==> src/rtl/alu_seq_pkg.sv <==
// Shared definitions for the multi-cycle ALU sequencer: instruction IDs,
// instruction classes, FSM states and the ID-to-class decode.
package alu_seq_pkg;

    localparam logic [31:0] ID_ADD  = 32'd1;
    localparam logic [31:0] ID_ADDI = 32'd5;
    localparam logic [31:0] ID_ORI  = 32'd10;
    localparam logic [31:0] ID_LW   = 32'd13;
    localparam logic [31:0] ID_SW   = 32'd14;
    localparam logic [31:0] ID_J    = 32'd21;
    localparam logic [31:0] ID_SLT  = 32'd24;
    localparam logic [31:0] ID_AND  = 32'd25;

    typedef enum logic [2:0] {
        CLS_RTYPE, CLS_ITYPE, CLS_LOAD, CLS_STORE, CLS_JUMP, CLS_ILLEGAL
    } cls_t;

    typedef enum logic [2:0] {
        ST_IDLE, ST_FETCH, ST_DECODE, ST_EXEC, ST_MEM, ST_WB, ST_HALT
    } state_t;

    function automatic cls_t id_to_class(input logic [31:0] id);
        case (id)
            ID_ADD, ID_SLT, ID_AND: return CLS_RTYPE;
            ID_ADDI, ID_ORI:        return CLS_ITYPE;
            ID_LW:                  return CLS_LOAD;
            ID_SW:                  return CLS_STORE;
            ID_J:                   return CLS_JUMP;
            default:                return CLS_ILLEGAL;
        endcase
    endfunction

endpackage

==> src/rtl/alu_seq_watchdog.sv <==
// Memory-wait watchdog: counts enabled cycles since the last clear and flags
// the cycle that is the LIMIT-th one; the count saturates there.
module alu_seq_watchdog #(
    parameter int LIMIT = 16,
    parameter int W     = 5
) (
    input  logic clk,
    input  logic rst_n,
    input  logic clr,
    input  logic en,
    output logic expired
);

    logic [W-1:0] cnt;

    assign expired = (cnt == W'(LIMIT - 1));

    always_ff @(posedge clk or negedge rst_n) begin
        if (!rst_n)
            cnt <= '0;
        else if (clr)
            cnt <= '0;
        else if (en && !expired)
            cnt <= cnt + W'(1);
    end

endmodule

==> src/rtl/alu_seq_ctrl.sv <==
// Multi-cycle control FSM sequencing fetch/decode/exec/mem/writeback over the
// shared ALU, register file and data memory, one instruction at a time.
module alu_seq_ctrl
    import alu_seq_pkg::*;
#(
    parameter int CNT_W       = 32,
    parameter int MEM_TIMEOUT = 16,
    parameter int TO_W        = 5
) (
    input  logic             clk,
    input  logic             rst_n,
    input  logic             start,
    input  logic             stop,
    input  logic [31:0]      instr_id,
    input  logic             mem_ready,
    output logic             ir_we,
    output logic             pc_we,
    output logic             pc_src,
    output logic             alu_src_imm,
    output logic             alu_out_we,
    output logic             mem_req,
    output logic             mem_we,
    output logic             rf_we,
    output logic             rf_wsel,
    output logic             busy,
    output logic             halted,
    output logic             err,
    output logic [CNT_W-1:0] retired_cnt
);

    state_t state, state_nxt;
    cls_t   cls;
    logic   retire, set_err, wd_expired;
    state_t boundary;

    alu_seq_watchdog #(.LIMIT(MEM_TIMEOUT), .W(TO_W)) u_wd (
        .clk    (clk),
        .rst_n  (rst_n),
        .clr    (state == ST_EXEC),
        .en     (state == ST_MEM),
        .expired(wd_expired)
    );

    assign boundary = stop ? ST_IDLE : ST_FETCH;
    assign busy     = (state != ST_IDLE) && (state != ST_HALT);
    assign halted   = (state == ST_HALT);

    always_ff @(posedge clk or negedge rst_n) begin
        if (!rst_n) begin
            state       <= ST_IDLE;
            cls         <= CLS_ILLEGAL;
            err         <= 1'b0;
            retired_cnt <= '0;
        end else begin
            state <= state_nxt;
            if (state == ST_DECODE)
                cls <= id_to_class(instr_id);
            if (set_err)
                err <= 1'b1;
            if (retire)
                retired_cnt <= retired_cnt + CNT_W'(1);
        end
    end

    always_comb begin
        state_nxt   = state;
        ir_we       = 1'b0;
        pc_we       = 1'b0;
        pc_src      = 1'b0;
        alu_src_imm = 1'b0;
        alu_out_we  = 1'b0;
        mem_req     = 1'b0;
        mem_we      = 1'b0;
        rf_we       = 1'b0;
        rf_wsel     = 1'b0;
        retire      = 1'b0;
        set_err     = 1'b0;
        case (state)
            ST_IDLE: if (start) state_nxt = ST_FETCH;
            ST_FETCH: begin
                ir_we     = 1'b1;
                pc_we     = 1'b1;
                state_nxt = ST_DECODE;
            end
            ST_DECODE: begin
                if (id_to_class(instr_id) == CLS_ILLEGAL) begin
                    set_err   = 1'b1;
                    state_nxt = ST_HALT;
                end else begin
                    state_nxt = ST_EXEC;
                end
            end
            ST_EXEC: begin
                if (cls == CLS_JUMP) begin
                    pc_we     = 1'b1;
                    pc_src    = 1'b1;
                    retire    = 1'b1;
                    state_nxt = boundary;
                end else begin
                    alu_out_we  = 1'b1;
                    alu_src_imm = (cls != CLS_RTYPE);
                    state_nxt   = (cls == CLS_LOAD || cls == CLS_STORE) ? ST_MEM : ST_WB;
                end
            end
            ST_MEM: begin
                mem_req = 1'b1;
                mem_we  = (cls == CLS_STORE);
                // A completion on the watchdog's final cycle still wins.
                if (mem_ready) begin
                    if (cls == CLS_STORE) begin
                        retire    = 1'b1;
                        state_nxt = boundary;
                    end else begin
                        state_nxt = ST_WB;
                    end
                end else if (wd_expired) begin
                    set_err   = 1'b1;
                    state_nxt = ST_HALT;
                end
            end
            ST_WB: begin
                rf_we     = 1'b1;
                rf_wsel   = (cls == CLS_LOAD);
                retire    = 1'b1;
                state_nxt = boundary;
            end
            ST_HALT: state_nxt = ST_HALT;
            default: state_nxt = ST_IDLE;
        endcase
    end

endmodule

==> config.mk <==
export PLATFORM = sky130hd
export DESIGN_NAME = alu_seq_ctrl
export DESIGN_NICKNAME = d
export VERILOG_FILES = /design/src/rtl/alu_seq_pkg.sv /design/src/rtl/alu_seq_watchdog.sv /design/src/rtl/alu_seq_ctrl.sv
export SDC_FILE = /design/constraint.sdc
export NUM_CORES = 1
export LEC_CHECK = 0
export BUFFER_PORTS_ARGS = -buffer_cell sky130_fd_sc_hd__buf_2
export CORE_ASPECT_RATIO = 0.75
export CORE_MARGIN = 2
export CORE_UTILIZATION = 40
export CTS_CLUSTER_DIAMETER = 30
export DETAILED_ROUTE_END_ITERATION = 16
export GPL_TIMING_DRIVEN = 0
export PLACE_DENSITY = 0.76
export SLEW_MARGIN = 20
export SYNTH_ARGS = -nofsm -noshare
export SYNTH_HDL_FRONTEND = slang
export SYNTH_SLANG_ARGS = --single-unit
export TNS_END_PERCENT = 5
==> constraint.sdc <==
create_clock -name clk -period 3.6 [get_ports clk]
set_clock_uncertainty 0.2 [all_clocks]
set_input_delay 0.36 -clock clk [delete_from_list [all_inputs] [get_ports clk]]
set_output_delay 0.36 -clock clk [all_outputs]
set_load 0.005 [all_outputs]
## Word level (Yosys, flattened, before mapping)

Memory sizes are Yosys's and may differ from the RTL's.
Index checks and enable logic that the tools add are counted.
W data, S select, Z words.

- Flip-flop bits (word level): 44
- ROM bits: 192
- Bits of input ports: 37
- Output and inout bits: 44
- Word-level logic and storage cells: 66
- Memories: 2

- $add $sub $neg: 2
- Equality and inequality tests: 14
- Muxes and demuxes: 33
- Reduce and logical (&&, ||, !) cells: 10

Memory list:

| memory | depth | bits a word | read ports | clocked after memory_dff | write ports | line | source |
|---|---|---|---|---|---|---|---|
| (no name shown) | 32 | 3 | 1 | 0 | 0 | alu_seq_pkg.sv:23 | `case (id)` |
| (no name shown) | 32 | 3 | 1 | 0 | 0 | alu_seq_pkg.sv:23 |  |

Operators with widths:

| operator | number |
|---|---|
| $add A32 B1 Y32 const B | 1 |
| $logic_not A27 Y1 | 1 |
| $mux W3 | 9 |
| $pmux W3 S7 | 1 |
| $mux W1 | 18 |
| $eq A3 B3 Y1 const B | 5 |
| $eq A3 B2 Y1 const B | 4 |
| $mux W5 | 2 |
| $ne A3 B3 Y1 const B | 2 |
| $reduce_bool A3 Y1 | 2 |
| $add A5 B1 Y5 const B | 1 |
| $eq A5 B4 Y1 const B | 1 |
| $pmux W1 S2 | 2 |
| $eq A3 B1 Y1 const B | 1 |
| $logic_not A3 Y1 | 1 |
| $pmux W1 S3 | 1 |
| $logic_and A1 B1 Y1 | 2 |
| $ne A2 B2 Y1 const B | 1 |
| $reduce_and A2 Y1 | 1 |
| $reduce_bool A2 Y1 | 1 |
| $logic_not A1 Y1 | 1 |
| $logic_or A1 B1 Y1 | 1 |

## Longest topological paths before layout

- Depth after elaboration: 6
- Depth in mapped cells: 8
- Gate-level depth less buffers: 8

## Hierarchy

Synthesis repeated with hierarchy kept, for this count alone.

- Cells, all modules: 258
- Area, all modules: 2551.2 µm²

By module, submodules not included:

| module | times used | cells each | area an instance (µm²) | seq. area each (µm²) |
|---|---|---|---|---|
| alu_seq_ctrl | 1 | 235 | 2290.9 | 978.4 |
| alu_seq_watchdog | 1 | 23 | 260.2 | 125.1 |

## Worst setup path before layout

OpenSTA, ideal clock, no wires.

- Kind: register to register
- Start: register cls[2]
- End: register retired_cnt[26]
- Setup time: 0.079 ns
- Data arrival time: 1.678 ns
- Data required time: 3.321 ns
- Setup slack: 1.642 ns
- Stages on the path, launching flop included: 7
- Path buffers: 0
- Period minus slack after synthesis: 1.958 ns
- Cell sequence: dfstp_2 -> or3b_1 -> or2_4 -> clkinv_4 -> o211ai_4 -> nor3_2 -> xor2_1

- Longest elaborated chain between the ends: 4
- Elaborated cells on any way between the ends: 6
- Those cells by class: eq/ne: 2; mux: 4

Ends and longest elaborated chain:

| what | line | source |
|---|---|---|
| start: declaration | alu_seq_ctrl.sv:32 | `cls_t cls;` |
| start signal: assignment | alu_seq_ctrl.sv:57 | `cls <= id_to_class(instr_id);` |
| $eq A3 B2 Y1 | alu_seq_ctrl.sv:110 | `if (cls == CLS_STORE) begin` |
| $mux W1 | alu_seq_ctrl.sv:110 |  |
| $mux W1 | alu_seq_ctrl.sv:109 | `if (mem_ready) begin` |
| $pmux W1 S3 (*) | alu_seq_ctrl.sv:78 | `case (state)` |
| end signal: assignment | alu_seq_ctrl.sv:61 | `retired_cnt <= retired_cnt + CNT_W'(1);` |
| end: declaration | alu_seq_ctrl.sv:28 | `output logic [CNT_W-1:0] retired_cnt` |

Every way passes the cells marked *; elsewhere a longest branch is shown, timed or not.
A chain may end at the register's enable or synchronous reset.

## Worst setup path after layout

- Start: register cls[2]
- End: output port pc_src

- Longest elaborated chain between the ends: 3

Ends and longest elaborated chain:

| what | line | source |
|---|---|---|
| $eq A3 B3 Y1 | alu_seq_ctrl.sv:94 | `if (cls == CLS_JUMP) begin` |
| $mux W1 | alu_seq_ctrl.sv:94 |  |
| $mux W1 | alu_seq_ctrl.sv:78 |  |
| end: declaration | alu_seq_ctrl.sv:18 | `output logic pc_src,` |

Every way passes these cells.

==> impl_metrics.toml <==
[timing]
slew_headroom_pct = 61.9
finalSetupViolCount = 0
final_max_slew_viol_count = 0
rsz0062_at_grt = "false"
post-route-period-util_pct = 64.9
holdWs_ns = 0.194
period_minus_slack_ns = 2.34
tns_ns = 0
hold_viol_final = 0
fmax_mhz = 428
tightest_slew_ns = 0.567

[detailed_routing]
drtIter0Drc = 64
vias_per_cell = 5.15
vias = 2221
routed_wl_um = 5800
firstDrtPassIters = 4
drc = 0
routedWlPerCell_um = 13.5
drtAntennaViolNets = 0

[placed_design]
place_area_mm2 = 0.00299
dp_hpwl_um = 4420
routabilityCongestion = 0.845
io_buffers = 79

[global_route]
grt_use_met3_pct = 3.74
grt_max_degree = 45
grt_use_total_pct = 18.0
grtUsageMet2_pct = 28.6
grt_pass1_wl_um = 9810
use_met1_pct = 25.2
busiest_layer = "met2"
grt_antenna_before_repair = 0
grt-ovfl-total = 0
grt_pass1_vias = 2074

[min_path]
min_path_cells = 3
hold_end = "state[0]"
hp-class = "in2reg"
min_from = "stop"

[critical_path]
slowest_delay_ns = 0.57
cp-end-kind = "output port"
startpoint_type = "flop"
cp.arrival_ns = 1.78
reg2reg_depth = 5
rrSetupSlack_ns = 1.41
crit_type = "reg2out"
r2r_start = "cls[2]"
path_cells = "or3b_1 > or2_4 > clkinv_4 > buf_2"
crit_required_ns = 3.04
crit_fanout = 5
reg2reg_to = "retired_cnt[27]"
critPathSlowestCell = "dfstp_2"

[clocking]
cts_root_buf = "clkbuf_8"
cts_tree = "built"
clkLatencyLatePin_ns = 0.30
path_clk_slew_ns = 0.09
htree_levels = 2
cts_sinks = 44
cts_inserted_buffers = 5
clk_path_buf_depth = 2
postCtsSetupRepairBufs = 0

[cells_and_area]
area_growth_pct = 24.9
fin_area_mm2 = 0.00312
nets = 394
diodes = 0
drive_above_1_share_pct = 29.2

[outcome]
outcome = "completed"

[pwr]
power_per_cell_area_mw_per_mm2 = 300
total_power_uw = 934
leakagePower_uw = 0.00159
ir_drop_uv = 150

[floorplanning]
die_y_um = 72.4
rows = 24
start_util_pct = 42.2
die_w_um = 95.2
die_area_mm2 = 0.00689
core_area_mm2 = 0.00592
ios = 81

[flow_run]
drv_cap = 0

[yosys]
syn_avg_cell_area_um2 = 9.42
synth_area_mm2 = 0.00250
synth_edf_count = 0
synth_ff_type = "dfrtp_1"
ys_seq_area_share_pct = 44.2
yosys_register_bits = 44
async_flop_share_pct = 100
synthDistinctLibCells = 50
syn_inst = 265
ys_warn_count = 0
syn_nets = 307
[cell type report]
class                      count  area, um2
timing repair buffer          80        408
inverter                      13       53.8
clock buffer                   5       68.8
clock inverter                 3       46.3
multi-input combinational    202       1320
buffer                         6       23.8
tap                           78       97.6
fill                         552       2800
sequential                    44       1100
[placed cells by master (no fill, tap or decap), types with 2 or more instances in the layout]
cell,instances
and3_1,4
nor3_2,6
nand4_1,9
nor2_1,38
dfrtp_1,42
clkbuf_1,5
o21ai_0,7
nor2b_1,6
ha_1,5
a31oi_1,4
or3_1,4
clkbuf_8,5
dfstp_2,2
inv_1,12
o22ai_1,2
buf_2,79
xnor2_1,10
nor3_1,5
a211oi_1,3
nand2_1,16
nand3_1,8
a211o_1,3
nor4_1,9
a21oi_1,11
nand2b_1,4
and4_1,3
xor2_1,21
and2_1,2
[cells in the mapped netlist (2+ instances only)]
library cell	instances	area share, %
o22ai_1	2	0.50
xnor2_1	10	3.5
a211o_1	3	1.1
and2_1	2	0.50
xor2_1	21	7.4
nor3_1	5	1.0
dfstp_2	2	2.1
nor2b_1	6	1.5
nand2_1	16	2.4
nand4_1	9	2.3
dfrtp_1	42	42
nand3_1	8	1.6
o21ai_0	7	1.4
and4_1	3	1.1
a31oi_1	4	1.0
inv_1	12	1.8
nor2_1	38	5.7
nand2b_1	4	1.0
nor4_1	9	2.3
or3_1	4	1.0
and3_1	4	1.0
a21oi_1	11	2.2
clkbuf_1	5	0.75
nor3_2	6	2.4
ha_1	5	2.5
a211oi_1	3	0.90
[kinds of logic after synthesis]
kind of cell    Yosys count  share of synthesized area, %
mux                       1                         0.451
compound gates           41                          11.6
fa+ha+maj                 5                          2.51
flops                    44                          44.2
xor+xnor                 31                          10.9
buf+inv                  19                          3.11
simple gates            124                          27.2
[worst max path at each step]
stage / from / to / cells after the start
2_1_floorplan: cls[2] / retired_cnt[26] / 6
3_3_place_gp: instr_id[14] / err / 6
3_5_place_dp: instr_id[14] / err / 6
4_1_cts: cls[2] / pc_src / 4
5_1_grt: state[1] / busy / 5
6_report: cls[2] / pc_src / 4
[worst max-delay path, delay by kind of cell, from the launching register on]
family / cells / cell delay [ns]
DFF: 1 / 0.57
buffers and inverters: 2 / 0.17
and+or+nand+nor: 2 / 0.73
[per-layer routing]
layer | vias up | wire length [um]
met5 | - | 0
met4 | 0 | 51
met3 | 4 | 320
met2 | 63 | 2680
met1 | 1047 | 2740
li1 | 1107 | -
[sequential cells by signal, summed over array words and instances, names as in the netlist]
signal,flops
retired_cnt,32
u_wd.cnt,5
cls,3
state,3
err,1
[report_power, final]
part	internal, uW	switching [uW]
Sequential	494	0.0000000554
Clock	209	183
Combinational	22.0	25.9
[repair_timing]
action / in CTS / in global routing
endpoints found under the hold margin: 0 / 42
gates resized for setup: 0 / 0
hold buffers: 0 / 1
[through the flow]
stage               cells  setup slack [ns]  utilization [%]
finish                431              1.26             52.7
global route          431              1.18             52.7
CTS                   430              1.25             52.5
detailed placement    422              1.37             50.5
global placement      422              1.39             50.5
floorplan             265              1.64                -
(Power assumes the default switching activity.)
